==> src/rtl/mem_access_stage.sv <==
// MIPS memory stage: EX/MEM register, req/ack data-memory handshake with front-end stall,
// load lane extraction, branch resolution and the MEM/WB register.
module mem_access_stage #(
  parameter int ADDR_W = 32
) (
  input  logic              clk,
  input  logic              rst_n,
  input  logic              RegWrite_in,
  input  logic              MemWrite_in,
  input  logic              MemRead_in,
  input  logic              MemToReg_in,
  input  logic              branch_in,
  input  logic              zero_in,
  input  logic [1:0]        load_mode_in,
  input  logic [4:0]        writebackDestination_in,
  input  logic [31:0]       aluResult_in,
  input  logic [31:0]       rt_in,
  input  logic [31:0]       pc_in,
  input  logic              flush_in,
  output logic              stall_out,
  output logic              mem_req,
  output logic              mem_we,
  output logic [ADDR_W-1:0] mem_addr,
  output logic [31:0]       mem_wdata,
  output logic [3:0]        mem_byte_en,
  input  logic              mem_ack,
  input  logic [31:0]       mem_rdata,
  output logic              pc_src_out,
  output logic [31:0]       branch_target_out,
  output logic              wb_RegWrite,
  output logic              wb_MemToReg,
  output logic [4:0]        wb_dest,
  output logic [31:0]       wb_read_data,
  output logic [31:0]       wb_alu_result
);

  localparam logic [0:0] IDLE   = 1'b0;
  localparam logic [0:0] ACCESS = 1'b1;

  logic [0:0]  state;
  logic        reg_regwrite, reg_memwrite, reg_memread, reg_memtoreg, reg_branch, reg_zero;
  logic [1:0]  reg_load_mode;
  logic [4:0]  reg_dest;
  logic [31:0] reg_alu, reg_rt, reg_pc;
  logic        is_load;
  logic [15:0] lane16;
  logic [7:0]  lane8;
  logic [31:0] load_data;

  assign stall_out         = (state == ACCESS) & ~mem_ack;
  assign mem_req           = (state == ACCESS);
  assign mem_we            = reg_memwrite;
  assign mem_addr          = {reg_alu[ADDR_W-1:2], 2'b00};
  assign mem_wdata         = reg_rt;
  assign mem_byte_en       = {4{reg_memwrite}};
  assign pc_src_out        = reg_branch & reg_zero;
  assign branch_target_out = reg_pc;
  // A store wins over a simultaneous read request, so it never produces load data.
  assign is_load           = reg_memread & ~reg_memwrite;

  always_comb begin
    lane16    = reg_alu[1] ? mem_rdata[31:16] : mem_rdata[15:0];
    lane8     = '0;
    load_data = '0;
    case (reg_alu[1:0])
      2'd0:    lane8 = mem_rdata[7:0];
      2'd1:    lane8 = mem_rdata[15:8];
      2'd2:    lane8 = mem_rdata[23:16];
      default: lane8 = mem_rdata[31:24];
    endcase
    case (reg_load_mode)
      2'b00:   load_data = mem_rdata;
      2'b01:   load_data = {{16{lane16[15]}}, lane16};
      2'b10:   load_data = {{24{lane8[7]}}, lane8};
      default: load_data = {24'd0, lane8};
    endcase
  end

  // EX/MEM register and access FSM advance together; a flush zeroes only the control bits.
  always_ff @(posedge clk) begin
    if (!rst_n) begin
      state         <= IDLE;
      reg_regwrite  <= 1'b0;
      reg_memwrite  <= 1'b0;
      reg_memread   <= 1'b0;
      reg_memtoreg  <= 1'b0;
      reg_branch    <= 1'b0;
      reg_zero      <= 1'b0;
      reg_load_mode <= '0;
      reg_dest      <= '0;
      reg_alu       <= '0;
      reg_rt        <= '0;
      reg_pc        <= '0;
    end else if (!stall_out) begin
      state         <= ((MemWrite_in | MemRead_in) & ~flush_in) ? ACCESS : IDLE;
      reg_regwrite  <= RegWrite_in & ~flush_in;
      reg_memwrite  <= MemWrite_in & ~flush_in;
      reg_memread   <= MemRead_in & ~flush_in;
      reg_memtoreg  <= MemToReg_in & ~flush_in;
      reg_branch    <= branch_in & ~flush_in;
      reg_zero      <= zero_in & ~flush_in;
      reg_load_mode <= load_mode_in;
      reg_dest      <= writebackDestination_in;
      reg_alu       <= aluResult_in;
      reg_rt        <= rt_in;
      reg_pc        <= pc_in;
    end
  end

  always_ff @(posedge clk) begin
    if (!rst_n) begin
      wb_RegWrite   <= 1'b0;
      wb_MemToReg   <= 1'b0;
      wb_dest       <= '0;
      wb_read_data  <= '0;
      wb_alu_result <= '0;
    end else if (stall_out) begin
      wb_RegWrite   <= 1'b0;
      wb_MemToReg   <= 1'b0;
    end else begin
      wb_RegWrite   <= reg_regwrite;
      wb_MemToReg   <= reg_memtoreg;
      wb_dest       <= reg_dest;
      wb_alu_result <= reg_alu;
      wb_read_data  <= is_load ? load_data : '0;
    end
  end

endmodule

==> config.mk <==
export PLATFORM = sky130hd
export DESIGN_NAME = mem_access_stage
export DESIGN_NICKNAME = d
export VERILOG_FILES = /design/src/rtl/mem_access_stage.sv
export SDC_FILE = /design/constraint.sdc
export NUM_CORES = 1
export LEC_CHECK = 0
export ABC_AREA = 1
export CORE_ASPECT_RATIO = 1.2
export CORE_MARGIN = 3
export CORE_UTILIZATION = 42
export DETAILED_ROUTE_END_ITERATION = 7
export PLACE_DENSITY = 0.8
export RECOVER_POWER = 100
export REMOVE_ABC_BUFFERS = 1
export SLEW_MARGIN = 0
export SYNTH_ARGS = -nofsm -noshare
export SYNTH_HDL_FRONTEND = slang
export SYNTH_SLANG_ARGS = --single-unit
==> constraint.sdc <==
create_clock -name clk -period 1.5 [get_ports clk]
set_input_delay 0.225 -clock clk [delete_from_list [all_inputs] [get_ports clk]]
set_output_delay 0.225 -clock clk [all_outputs]
set_load 0.005 [all_outputs]
==> results.txt <==
----------------------------------------------------
[Cells and area]
  Signed area change from the synthesized netlist to the final layout ... 52.2%
  Cell Count, Final, Fillers Out ... 1473
  Number of diodes added for antenna fixing ... 0
  Proportion of layout cells with a drive suffix above 1 ... 8.17%
  Finished layout cell area ... 0.0109 mm2
  Fill cell instance count of the final layout ... 1446
  Number of nets in the layout ... 1393

[Timing]
  Final period utilization ... 98.0%
  Upper clock frequency limit ... 680 MHz
  Final-report max-slew violation count ... 0
  Final Critical Period ... 1.47 ns
  Final clock skew ... 0.0126 ns
  Aggregate negative setup slack ... 0 ns
  Count of endpoints failing setup in the final report ... 0
  Final hold violation count ... 0

[Global routing]
  Remaining Overflow, GRT ... 0
  Pin count of the biggest net entering global routing ... 62
  Via count of the first global-routing pass ... 6775
  First-pass GRT wire length ... 36.1 mm
  Initial antenna violation count ... 0
  Total GRT Usage ... 24.0%

[Synth]
  Yosys warns ... 0
  Post-synthesis area per instance ... 7.41 um2
  Synth area leader ... sky130_fd_sc_hd__dfxtp_1
  Count leader, synth ... sky130_fd_sc_hd__nor2_1
  Most numerous cell types in the synthesized netlist ... sky130_fd_sc_hd__nor2_1 (273), sky130_fd_sc_hd__dfxtp_1 (181), sky130_fd_sc_hd__o21ai_0 (165)
  Number of distinct library cell variants in the gate-level netlist after synthesis ... 23
  Asr flop ratio synth ... 0%
  Sequential cell area fraction in the yosys report ... 50.4%
  Primary flip-flop cell chosen by synthesis mapping ... sky130_fd_sc_hd__dfxtp_1
  Post-Synthesis Cells ... 971
  EDFF count, synth ... 0
  Dominant cells by area after synthesis ... sky130_fd_sc_hd__dfxtp_1 (50%), sky130_fd_sc_hd__nor2_1 (14%), sky130_fd_sc_hd__o21ai_0 (11%)
  Top cell type's share of synthesized area ... 50.4%
  Post-synthesis cell area ... 0.00719 mm2
  Post-synthesis register bit count ... 181

[Clock network]
  TritonCTS Buffers ... 17
  Clock latency of the later-clocked register in the worst-skew pair ... 0.42 ns
  Buffers from clock root to sink, at most ... 2
  Clock-pin slew on the worst setup and hold paths ... 0.07 ns
  H-tree level count ... 4
  Number of clock sinks seen by CTS ... 181
  TritonCTS clock tree ... done
  Buffer type at the clock tree root ... sky130_fd_sc_hd__clkbuf_16

[Placement]
  Post-Place Cells ... 1440
  IO Port Bufs ... 317
  Total cell area at the placement stage ... 0.0104 mm2
  Total half-perimeter wirelength after legalization and detailed placement ... 17.0 mm
  Final weighted congestion in routability-driven placement ... 0.968

[Routing]
  First-pass iteration count of the detailed router ... 5
  Routed WL per cell ... 15.9 um
  DRC violation count after routing ... 0
  Via Count ... 7322
  Wirelength, routed ... 23.4 mm
  Initial DRC Count ... 450
  Detailed-route vias per instance ... 4.97
  Detail Route Antenna Nets ... 0

[Die]
  Initial cell density of the core ... 43.5%
  Die boundary width ... 125 um
  Placeable core area ... 0.0165 mm2
  Total die area ... 0.0187 mm2
  Height of the die ... 149 um
  Boundary Pins ... 320
  Core Rows ... 51

[Worst setup path]
  Worst setup path category ... reg2out
  Data arrival time of the critical path ... 1.25 ns
  Worst Path Buf+Inv ... 1
  Kind of cell adding the most delay to the critical path ... buffers and inverters
  Kind of start point of the critical path ... flip-flop
  Largest fanout on the critical path ... 2
  Crit end category ... output pin
  Cells along the critical path ... clkdlybuf4s50_1
  Slowest-stage cell, CP ... sky130_fd_sc_hd__clkdlybuf4s50_1
  Delay of the slowest critical-path stage ... 0.50 ns
  Required time reported for the critical path endpoint ... 1.27 ns

[Power and ir drop]
  Sum of internal, switching and leakage power ... 11800 uW
  Pwr/cell area ... 1080 mW/mm2
  Leakage power figure ... 0.00534 uW
  Max IR drop VDD ... 0.878 mV

[Run]
  Max-Cap Viols ... 0

[Min path]
  Worst hold path type ... in2reg

[Status]
  Outcome ... finished, final reports clean

----------------------------------------------------
==> metal layers <==
metal  vias up  global-route usage, %  wire, um
met5         -                      0         0
met4         0                   10.5       850
met3        52                   6.23      2000
met2       327                   39.7     11400
met1      3293                   29.5      9180
li1       3650                      -         -
==> power breakdown <==
group	switching, uW	internal [uW]
sequential	173	5130
clock	1880	2780
combinational	850	967
total	2900	8870
==> stage by stage <==
step / utilization [%] / hold WS [ns] / worst slack, ns
final: 66.2 / 0.215 / 0.0295
after global routing: 66.2 / 0.202 / -0.000166
after CTS: 66.2 / 0.203 / 0.0000557
after detailed placement: 63.1 / 0.423 / -0.242
after global placement: 63.1 / 0.414 / -0.192
after floorplan: - / 0.361 / -2.39
==> repair_timing <==
action                                  CTS  global route
buffers inserted                          1             0
endpoints found under the setup margin  152            97
gates resized for setup                 143            60
hold buffers                              0             0
cloned                                    0             0
==> sequential cells by signal, summed over array words and instances, names as in the netlist <==
signal / flops
reg_memtoreg: 1
reg_regwrite: 1
wb_alu_result: 32
reg_alu: 32
branch_target_out: 32
wb_read_data: 32
mem_wdata: 32
reg_branch: 1
mem_we: 1
wb_RegWrite: 1
mem_req: 1
wb_dest: 5
reg_dest: 5
reg_zero: 1
reg_load_mode: 2
reg_memread: 1
wb_MemToReg: 1
==> area by class of cell <==
cell class,instances,area (um2),share of cell area (%)
inverters,20,82.6,0.754
multi-input cells,672,2910,26.6
well taps,212,265,2.42
repair buffers,356,3430,31.3
clock inverters,10,145,1.33
flip-flops and latches,181,3650,33.3
clock buffers,22,474,4.33
==> worst register-to-register path: stages, from the launching register on <==
cell                      delay, ns
sky130_fd_sc_hd__dfxtp_2       0.40
sky130_fd_sc_hd__inv_2         0.14
sky130_fd_sc_hd__nor2_4        0.21
sky130_fd_sc_hd__nand2_1       0.07
sky130_fd_sc_hd__a21oi_1       0.23
sky130_fd_sc_hd__o21ai_1       0.12
sky130_fd_sc_hd__a21oi_1       0.14
==> worst paths after layout <==
check,from,to,slack (ns),cells after the start
setup / recovery,branch_target_out[18]$_SDFFE_PN0N_,branch_target_out[18],0.03,1
hold / removal,rst_n,wb_alu_result[29]$_SDFFE_PN0N_,0.22,3
setup reg to reg,reg_alu[0]$_SDFFE_PN0N_,wb_read_data[4]$_SDFFE_PN0N_,0.12,6
hold reg to reg,reg_memtoreg$_SDFFE_PN0N_,wb_MemToReg$_SDFF_PP0_,0.43,2
==> cells in the final DEF (no fill, tap or decap), drive strengths merged <==
cell type and count:
inv 21, clkinv 6, nor3 1, nor2 276, conb 2, clkdlybuf4s50 161, dlymetal6s2s 14, dlygate4sd2 117
o21ai 170, clkdlybuf4s25 23, a21oi 49, bufinv 3, nand2 129, buf 37, clkbuf 26, dfxtp 181
nand3 45
==> cells by family after synthesis <==
logic type	share of synthesized area, %
flip-flops	50.4
AO/OA/AOI/OAI	15.3
AND/OR/NAND/NOR	25.1
other	0.0521
buffers and inverters	9.19
Note: power is estimated with default switching activity, not from simulation.
